### src/rtl/bus_tx_fifo_device.sv
// bus_tx_fifo_device: memory-mapped transmit FIFO on one bus_hub device port.
// The CPU pushes words through the DATA register, and an external consumer
// drains them over a valid/ready stream. Every accepted access gets exactly
// one ready pulse, one cycle after the access is accepted.
module bus_tx_fifo_device #(
    parameter logic [31:0] BASE_ADDR = 32'h0001_0000,
    parameter int          DEPTH     = 8
) (
    input  logic        clk,
    input  logic        rst,
    input  logic [31:0] addr,
    input  logic [31:0] wdata,
    input  logic [3:0]  wmask,
    input  logic        ren,
    input  logic        wen,
    output logic [31:0] rdata,
    output logic        ready,
    output logic        active,
    output logic [31:0] tx_data,
    output logic        tx_valid,
    input  logic        tx_ready,
    output logic        irq
);
    localparam int PTR_W = $clog2(DEPTH);
    localparam int CNT_W = PTR_W + 1;

    typedef enum logic {S_IDLE = 1'b0, S_RESP = 1'b1} state_t;

    state_t             r_state;
    state_t             w_state_nxt;
    logic               w_accept;

    logic [31:0]        r_mem [DEPTH];
    logic [PTR_W-1:0]   r_wptr;
    logic [PTR_W-1:0]   r_rptr;
    logic [CNT_W-1:0]   r_count;
    logic               r_overflow;
    logic               r_irq_en;
    logic [31:0]        r_rdata;

    logic               w_empty;
    logic               w_full;
    logic               w_push;
    logic               w_push_ok;
    logic               w_pop;
    logic               w_ctrl_wr;
    logic               w_flush;
    logic               w_clr_ovf;
    logic [31:0]        w_wdata_masked;
    logic [31:0]        w_status;
    logic [31:0]        w_rdata_nxt;

    // The window is 16-byte aligned, so only the upper address bits need comparing.
    assign active   = (addr[31:4] == BASE_ADDR[31:4]);

    assign w_empty  = (r_count == '0);
    assign w_full   = (r_count == CNT_W'(DEPTH));
    assign tx_valid = ~w_empty;
    assign tx_data  = w_empty ? 32'h0 : r_mem[r_rptr];
    assign irq      = w_empty & r_irq_en;
    assign rdata    = r_rdata;

    assign w_wdata_masked = wdata & {{8{wmask[3]}}, {8{wmask[2]}}, {8{wmask[1]}}, {8{wmask[0]}}};

    // Side effects are qualified by the accept of this access only.
    assign w_push    = w_accept & wen & (addr[3:0] == 4'h0) & (wmask != 4'b0000);
    assign w_ctrl_wr = w_accept & wen & (addr[3:0] == 4'h8) & wmask[0];
    assign w_flush   = w_ctrl_wr & wdata[0];
    assign w_clr_ovf = w_ctrl_wr & wdata[1];
    // Fullness is judged on pre-edge state: a pop in the same cycle does not make room.
    assign w_push_ok = w_push & ~w_full & ~w_flush;
    assign w_pop     = tx_ready & ~w_empty;

    assign w_status = {{(16 - CNT_W){1'b0}}, r_count, 12'b0, r_irq_en, r_overflow, w_full, w_empty};

    // Read mux over pre-edge state, so a combined read/write returns the old value.
    always_comb begin
        w_rdata_nxt = 32'h0;
        case (addr[3:0])
            4'h0:    w_rdata_nxt = tx_data;
            4'h4:    w_rdata_nxt = w_status;
            4'h8:    w_rdata_nxt = {29'b0, r_irq_en, 2'b0};
            default: w_rdata_nxt = 32'h0;
        endcase
    end

    // Handshake state register; reset drops any pending response.
    always_ff @(posedge clk) begin
        if (!rst) r_state <= S_IDLE;
        else      r_state <= w_state_nxt;
    end

    // Next state: accept from IDLE, always return from RESP so a held strobe re-accepts later.
    always_comb begin
        w_state_nxt = r_state;
        case (r_state)
            S_IDLE:  if ((ren | wen) & active) w_state_nxt = S_RESP;
            S_RESP:  w_state_nxt = S_IDLE;
            default: w_state_nxt = S_IDLE;
        endcase
    end

    // Handshake outputs: accept only while idle, ready for the single RESP cycle.
    always_comb begin
        w_accept = (r_state == S_IDLE) & (ren | wen) & active;
        ready    = (r_state == S_RESP);
    end

    // Read data captured at the accepting edge and held until the next access.
    always_ff @(posedge clk) begin
        if (!rst)          r_rdata <= 32'h0;
        else if (w_accept) r_rdata <= w_rdata_nxt;
    end

    // FIFO storage; contents need no reset because the count masks stale words.
    always_ff @(posedge clk) begin
        if (w_push_ok) r_mem[r_wptr] <= w_wdata_masked;
    end

    // Pointers and count; flush overrides a simultaneous push or pop.
    always_ff @(posedge clk) begin
        if (!rst || w_flush) begin
            r_wptr  <= '0;
            r_rptr  <= '0;
            r_count <= '0;
        end else begin
            if (w_push_ok) r_wptr <= r_wptr + 1'b1;
            if (w_pop)     r_rptr <= r_rptr + 1'b1;
            case ({w_push_ok, w_pop})
                2'b10:   r_count <= r_count + 1'b1;
                2'b01:   r_count <= r_count - 1'b1;
                default: r_count <= r_count;
            endcase
        end
    end

    // Sticky overflow and irq enable from the control register.
    always_ff @(posedge clk) begin
        if (!rst) begin
            r_overflow <= 1'b0;
            r_irq_en   <= 1'b0;
        end else begin
            if (w_push && w_full) r_overflow <= 1'b1;
            else if (w_clr_ovf)   r_overflow <= 1'b0;
            if (w_ctrl_wr)        r_irq_en   <= wdata[2];
        end
    end
endmodule

### config.mk
export PLATFORM = sky130hd
export DESIGN_NAME = bus_tx_fifo_device
export DESIGN_NICKNAME = d
export VERILOG_FILES = /design/src/rtl/bus_tx_fifo_device.sv
export SDC_FILE = /design/constraint.sdc
export NUM_CORES = 1
export LEC_CHECK = 0
export BUFFER_PORTS_ARGS = -buffer_cell sky130_fd_sc_hd__buf_4
export CORE_MARGIN = 2
export CORE_UTILIZATION = 40
export DETAILED_ROUTE_END_ITERATION = 6
export PLACE_DENSITY = 0.69
export SYNTH_ARGS = -nofsm -noshare
export SYNTH_HDL_FRONTEND = slang
export SYNTH_SLANG_ARGS = --single-unit
### constraint.sdc
create_clock -name clk -period 3.7 [get_ports clk]
set_clock_uncertainty 0.05 [all_clocks]
set_input_delay 0.185 -clock clk [delete_from_list [all_inputs] [get_ports clk]]
set_output_delay 0.185 -clock clk [all_outputs]
set_load 0.01 [all_outputs]
Word level (Yosys, flattened, before mapping)
Memories as Yosys holds them, arrays and structs flattened. A register that Yosys moved wholly into a read port is not among the register bits.
Cells that the tools add are included.
W data, S select, Z words.
{"block": "classes", "mux": 11, "add_sub_neg": 4, "n_reduce_logical": 8, "bitwise": 20, "eq_ne": 6}
{"operator": "$pmux W32 S3", "n": 1}
{"operator": "$and A32 B32 Y32", "n": 1}
{"operator": "$mux W32", "n": 1}
{"operator": "$eq A28 B13 Y1 const B", "n": 1}
{"operator": "$and A1 B1 Y1", "n": 14}
{"operator": "$eq A4 B4 Y1 const B", "n": 2}
{"operator": "$logic_not A4 Y1", "n": 2}
{"operator": "$pmux W4 S2", "n": 1}
{"operator": "$add A3 B1 Y3 const B", "n": 2}
{"operator": "$mux W3", "n": 2}
{"operator": "$mux W1", "n": 5}
{"operator": "$add A4 B1 Y4 const B", "n": 1}
{"operator": "$eq A4 B3 Y1 const B", "n": 1}
{"operator": "$not A1 Y1", "n": 4}
{"operator": "$reduce_bool A2 Y1", "n": 2}
{"operator": "$reduce_bool A4 Y1", "n": 1}
{"operator": "$sub A4 B1 Y4 const B", "n": 1}
{"operator": "$eq A2 B1 Y1 const B", "n": 1}
{"operator": "$eq A2 B2 Y1 const B", "n": 1}
{"operator": "$pmux W1 S2", "n": 1}
{"operator": "$logic_and A1 B1 Y1", "n": 1}
{"operator": "$logic_not A1 Y1", "n": 1}
{"operator": "$logic_or A1 B1 Y1", "n": 1}
{"operator": "$or A1 B1 Y1", "n": 1}
{"block": "word_totals", "output_inout_bits": 68, "elab_cells": 57, "regBits": 45, "mem_count": 1, "input_bits": 73, "mem_bits_rw": 256}
{"name": "r_mem", "depth": 8, "word_bits": 32, "rd": 1, "rd_ports_with_merged_regs": 1, "write_ports": 1, "line_no": "33", "source": "logic [31:0] r_mem [DEPTH];"}

Logic depth before layout (Yosys ltp)
Gate-level depths: netlist of run 1.
{"block": "logic_depth", "word_depth": 11, "mapped_depth": 14, "ltp_nobuf": 12}

Worst setup path after synthesis of run 1
OpenSTA, ideal clock, no wires.
{"block": "synth_timing", "path_kind": "input -> register", "from": "input addr[20]", "to": "memory r_mem[0][0] (enable)", "setup_slack_ns": -0.290, "arrival_time_ns": 3.479, "setup_ns": 0.461, "path_buffers": 0, "required_ns": 3.189, "path_stages": 5, "cell_sequence": "nor4_1 -> nand3_2 -> nor4_2 -> nand2b_1 -> nor3_1"}
{"block": "synth_between", "elab_chain_len": 10, "word_cells_on_any_way": 13, "classes_between": "eq/ne: 1; mux: 2; bitwise: 10"}
{"element": "from (decl)", "line_no": "11", "source": "input logic [31:0] addr,"}
{"element": "$eq A28 B13 Y1 *", "line_no": "54", "source": "assign active = (addr[31:4] == BASE_ADDR[31:4]);"}
{"element": "$and A1 B1 Y1 *", "line_no": "105", "source": "w_accept = (r_state == S_IDLE) & (ren | wen) & active;"}
{"element": "$and A1 B1 Y1 *", "line_no": "66, 67"}
{"element": "$and A1 B1 Y1 (2 in series)", "line_no": "67", "source": "assign w_ctrl_wr = w_accept & wen & (addr[3:0] == 4'h8) & wmask[0];"}
{"element": "$and A1 B1 Y1", "line_no": "68", "source": "assign w_flush = w_ctrl_wr & wdata[0];"}
{"element": "$not A1 Y1", "line_no": "71", "source": "assign w_push_ok = w_push & ~w_full & ~w_flush;"}
{"element": "$and A1 B1 Y1 *", "line_no": "71"}
{"element": "$mux W1 *", "line_no": "117", "source": "if (w_push_ok) r_mem[r_wptr] <= w_wdata_masked;"}
{"element": "$mux W1 (implied by the code) *", "line_no": "117"}
{"element": "to (decl)", "line_no": "33"}
Every way passes the cells marked *; elsewhere a longest branch is shown, timed or not.

==> flow_summary.toml, run 1 <==
[pwr]
netSwitchingPower_mw = 1.33
leakagePower_nw = 4.81
ir_worst_vdd_v = 0.000381
power_frac_seq = 0.552
combPwrFrac = 0.022
pwr-share-clk = 0.426
p_sw_frac = 0.199
powerDensity_mw_per_mm2 = 457
p_int_mw = 5.38
power_mw = 6.72

[sta]
period_share = 0.889
rsz0062_at_grt = "false"
final_max_slew_viol_count = 0
report.final.hold_viol_count = 0
min_period_ns = 3.29
worst_pin_slew_ns = 1.28
setup_viol = 0
max_slew_margin = 0.133
max_freq_ghz = 0.304
worst_slack_ns = 0.411
final.setup.tns_ns = 0

[critical_path]
critPathKind = "flop to flop"
cp.arrival_ns = 3.69
max_stage_delay_ns = 0.82
end_kind = "flop"
worst_setup_path_start_kind = "flop"
r2r_end = "rdata[2]$_SDFFE_PN0N_"
endpoint = "rdata[2]$_SDFFE_PN0N_"
cpMostUsedCell = "dlygate4sd3_1"
regToRegSetupSlack_ns = 0.41
worstPathCellList = "buf_12, mux2i_1, a22oi_1, a21boi_0, a221oi_1, dlygate4sd3_1, o2bb2ai_1, dlygate4sd3_1"
path_max_fanout = 34
reg2regPathDepth = 8
crit_slowest_cell = "dfxtp_4"
crit_required_ns = 4.10

[grt]
grt_usage = 0.165
grt_max_degree = 35
first_global_vias = 6709
grt_remaining_overflow = 0
grt_pass1_wl_um = 39100
antenna_found_initial = 1

[clocking]
ctsLongestPathBuffers = 3
clkLatencyLatePin_ns = 0.57
htreeDepth = 1
cts-root-buf = "clkbuf_16"
cts-buffers-inserted = 31
clkTransAtPathRegs_ns = 0.06
clock-sinks = 304
cts_tree = "done"
cts_setup_buffers = 0

[final_layout]
antenna_cells = 0
layout.nets = 907
areaGrowthSynthToFinish_pct = 21.8
drive_gt1_frac = 0.323

[route]
firstDrtPassIters = 4
ant_nets = 0
via_per_inst = 5.30
drt_iter0_markers = 531
wl_per_cell_um = 21.0
drt_wl_total_um = 26100
drc = 0
num_vias = 6595

[floorplan]
ioPinCount = 141
fp.dieH_um = 178
die_w_um = 178
std_cell_rows = 63
die-area_mm2 = 0.0316
coreArea_mm2 = 0.0297
initial_utilization = 0.406

[logic_synthesis]
ys_types = 48
ys.warnings.count = 0
synth_top_family_by_area = "multiplexers"
synth_compound_area_frac = 0.0451
yosys.area_share.adder = 0.00518
synthMuxAreaShare = 0.139
synth-simple-area-share = 0.0715
ys_ff_latch = 304
synth_edf_count = 256
synth-xor-area-share = 0.00508
syn_inst = 664
ys.flop_type = "edfxtp_1"
async_reset_ff_frac = 0
synth_area_per_cell_um2 = 18.2
syn_nets = 742
ys_seq_area_frac = 0.716
syn-cell-area_mm2 = 0.0121

[place]
portBuffers = 140
pre_cts_ws_ns = 0.846
dp_hpwl_um = 16100
gp_congestion = 0.760

[hold_path]
min_path_type = "input port to flop"

[status]
status = "finished clean"

[job]
max_cap_viol_count = 0
## critical path: cells and delay by family (launching register included)
kind	cells	cell delay [ns]
buffers and inverters	3	1.43
DFF	1	0.82
AOI/OAI and AO/OA	4	0.63
muxes	1	0.22
## cell type report
class                   instances  area, um^2
clock buffers                  38         802
clock inverters                20         134
fillers                      2379       15000
inverters                       5        18.8
multi-input cells             320        3280
flip-flops and latches        304        8650
well taps                     390         488
repair buffers                167        1330
## flip-flops by register name (all words and copies together) (netlist names), named ones only
name / cells
r_mem: 256
rdata: 32
r_count: 4
r_rptr: 3
r_wptr: 3
r_irq_en: 1
r_overflow: 1
ready: 1
## power groups by stage
stage	Clock [mW]	Sequential (mW)	Combinational, mW
after global placement	0	3.78	0.143
after floorplan	0	3.78	0.0516
after global routing	3.08	3.70	0.164
after CTS	2.94	3.70	0.153
after detailed placement	0	3.78	0.148
final	2.86	3.71	0.151
## layer usage
| metal | wire, um | vias up | global-route usage |
|---|---|---|---|
| met4 | 517 | 0 | 0.0475 |
| met2 | 13000 | 198 | 0.273 |
| met1 | 11100 | 3365 | 0.223 |
| met3 | 1450 | 43 | 0.0298 |
| met5 | 0 | - | 0 |
| li1 | - | 2989 | - |
## worst min-delay path by stage
stage / start / end / cells after the start
after floorplan: wdata[2] / r_irq_en$_SDFFE_PN0N_ / 2
after global placement: wdata[2] / r_irq_en$_SDFFE_PN0N_ / 3
after detailed placement: wdata[2] / r_irq_en$_SDFFE_PN0N_ / 3
after CTS: wdata[5] / r_mem[1][5]$_DFFE_PP_ / 2
after global routing: wdata[28] / r_mem[3][28]$_DFFE_PP_ / 2
final: wdata[5] / r_mem[0][5]$_DFFE_PP_ / 2
## cells in the mapped netlist, types with 4 or more instances
master	n	area, um^2
clkbuf_1	13	48.8
and3_1	9	56.3
a22o_1	24	210
and2_1	35	219
mux4_2	50	1130
mux2i_1	55	551
dfxtp_1	48	961
a21oi_1	5	25.0
nor4_4	5	106
inv_1	4	15.0
nor2_1	44	165
nand2_1	9	33.8
nor2b_1	4	25.0
ha_1	5	62.6
buf_6	6	67.6
buf_2	9	45.0
o2bb2ai_1	8	70.1
edfxtp_1	256	7690
buf_4	4	30.0
a22oi_1	20	150
xor2_1	5	43.8
## metrics by stage
stage / area [um^2] / std cells / hold WS, ns / utilization
finish: 14700 / 1244 / 0.0368 / 0.495
global route: 14700 / 1244 / 0.0399 / 0.495
CTS: 14700 / 1244 / 0.0135 / 0.495
detailed placement: 13700 / 1177 / 0.380 / 0.460
global placement: 13700 / 1177 / 0.371 / 0.460
floorplan: 12100 / 664 / 0.265 / -
## cell usage in the layout (no fill, tap or decap), drive strengths merged, types with 11 or more instances in the layout
cell type,netlist,routed
nor4,11,11
nor2,44,44
a22oi,20,20
mux4,50,50
edfxtp,256,256
clkinv,0,17
and2,35,35
dfxtp,48,48
mux2i,55,55
buf,22,158
a22o,24,24
clkbuf,13,38
## repair_timing
action	in CTS	in global routing
hold buffers	9	0
resized for setup	0	0
endpoints found under the hold margin	10	0
## cells by family after synthesis
family | after synthesis
flip-flops | 304
AND/OR/NAND/NOR | 134
AO/OA/AOI/OAI | 69
XOR/XNOR | 7
adder cells (fa/ha/maj) | 5
multiplexers | 105
buffers and inverters | 40
No activity file was read; power rests on OpenSTA's default activity.
==> inputs of run 2 (changes only) <==
--- a/config.mk
+++ b/config.mk
@@ -6,10 +6,12 @@
 export NUM_CORES = 1
 export LEC_CHECK = 0
 export BUFFER_PORTS_ARGS = -buffer_cell sky130_fd_sc_hd__buf_4
+export CELL_PAD_IN_SITES_DETAIL_PLACEMENT = 0
+export CELL_PAD_IN_SITES_GLOBAL_PLACEMENT = 2
 export CORE_MARGIN = 2
-export CORE_UTILIZATION = 40
+export CORE_UTILIZATION = 39
 export DETAILED_ROUTE_END_ITERATION = 6
-export PLACE_DENSITY = 0.69
+export PLACE_DENSITY = 0.84
 export SYNTH_ARGS = -nofsm -noshare
 export SYNTH_HDL_FRONTEND = slang
 export SYNTH_SLANG_ARGS = --single-unit
==> flow_summary.toml, run 2 (synthesis gave the netlist of run 1 again) <==
[status]
status = "finished clean"

[sta]
final_max_slew_viol_count = 0
max_freq_ghz = 0.293
period_share = 0.922
rsz0062_at_grt = "false"
min_period_ns = 3.41
max_slew_margin = 0.192
final.setup.tns_ns = 0
report.final.hold_viol_count = 0
setup_viol = 0
worst_pin_slew_ns = 1.20

[final_layout]
mostFrequentLayoutCell = "edfxtp_1"
drive_gt1_frac = 0.324
final_cell_mix = "256 x edfxtp_1, 152 x buf_4, 55 x mux2i_1, 50 x mux4_2, 45 x dfxtp_1"
layout.nets = 905
antenna_cells = 0
areaGrowthSynthToFinish_pct = 22.4
regMostFlops = "r_mem"
fin_area_mm2 = 0.0148
largest_reg_flops = 256

[clocking]
cts_resized = 0
htreeDepth = 1
clkTransAtPathRegs_ns = 0.06
cts_setup_buffers = 0
clock-sinks = 304
clkLatencyLatePin_ns = 0.55
cts-buffers-inserted = 31
cts-root-buf = "clkbuf_16"
ctsLongestPathBuffers = 3
cts_tree = "done"

[grt]
grt_remaining_overflow = 0
antenna_found_initial = 1
grt_max_degree = 33
grt_usage = 0.160
first_global_vias = 6650
grt_pass1_wl_um = 40000

[route]
num_vias = 6489
via_per_inst = 5.20
drc = 0
firstDrtPassIters = 5
drt_iter0_markers = 493
ant_nets = 0
drt_wl_total_um = 26500
wl_per_cell_um = 21.3

[place]
placedInstanceArea_mm2 = 0.0137
portBuffers = 140
gp_congestion = 0.751
dp_hpwl_um = 15600

[floorplan]
coreArea_mm2 = 0.0305
std_cell_rows = 64
die-area_mm2 = 0.0324
die_w_um = 180
initial_utilization = 0.396
ioPinCount = 141
fp.dieH_um = 180

[critical_path]
max_stage_delay_ns = 0.81
end_kind = "flop"
crit_slowest_cell = "dfxtp_2"
critPathKind = "flop to flop"
cpMostUsedCell = "dlygate4sd3_1"
cp_top_family = "buffers and inverters"
worst_setup_path_start_kind = "flop"
crit_required_ns = 4.09
worstPathCellList = "nor2b_1, a22oi_1, a21boi_0, a221oi_1, dlygate4sd3_1, o2bb2ai_1, dlygate4sd3_1"
cp.arrival_ns = 3.81
path_buf_inv = 2
path_max_fanout = 29

[hold_path]
min_path_type = "input port to flop"

[pwr]
powerDensity_mw_per_mm2 = 470
leakagePower_nw = 4.82
ir_worst_vdd_v = 0.000430

[job]
max_cap_viol_count = 0
## run 2: changes by cell type in the layout (fill, tap and decap cells not counted), sizes merged
cell / previous run / this run
bufinv: 1 / 4
clkbuf: 38 / 42
clkinv: 17 / 6
clkinvlp: 1 / 4
buf: 158 / 156
## run 2: area by class of cell
class	count	area, um^2
multi-input combinational	320	3280
sequential	304	8650
inverter	5	18.8
clock buffer	42	837
fill	2502	15700
timing repair buffer	165	1310
tap	396	495
clock inverter	15	183
## run 2: path summary, 6_finish.rpt
check | start | end | slack [ns] | cells after the start
setup / recovery | flop | rdata[2]$_SDFFE_PN0N_ | 0.29 | 7
hold / removal | wdata[19] | r_mem[1][19]$_DFFE_PP_ | 0.04 | 2
setup reg to reg | flop | rdata[2]$_SDFFE_PN0N_ | 0.29 | 7
hold reg to reg | rdata[19]$_SDFFE_PN0N_ | rdata[19]$_SDFFE_PN0N_ | 0.42 | 1
## run 2: where the power goes
| part | internal [mW] | total [mW] | switching, mW | leakage (nW) |
|---|---|---|---|---|
| sequential | 3.70 | 3.70 | 0.000000000128 | 2.60 |
| clock | 1.86 | 3.09 | 1.24 | 0.480 |
| combinational | 0.0688 | 0.152 | 0.0836 | 1.74 |
| total | 5.63 | 6.95 | 1.32 | 4.82 |
## run 2: what timing repair did
item / in CTS / in global routing
setup endpoints to repair: 0 / 0
hold buffers: 9 / 0
endpoints found under the hold margin: 10 / 0
## run 2: per-layer routing
metal	vias up	global-route usage	share of wire
met5	-	0	0
met4	0	0.0459	0.025
met3	48	0.0253	0.053
met2	175	0.266	0.50
met1	3281	0.220	0.42
li1	2985	-	-
## run 2: metrics by stage
stage               std cells  worst slack (ns)  utilization  total power, mW  hold WS [ns]
floorplan                 664             0.579            -             3.83         0.265
global placement         1181             0.834        0.448             3.92         0.373
detailed placement       1181             0.798        0.448             3.92         0.384
CTS                      1247             0.237        0.485             7.01        0.0258
global route             1247            0.0163        0.485             7.15        0.0775
finish                   1247             0.289        0.485             6.95        0.0448
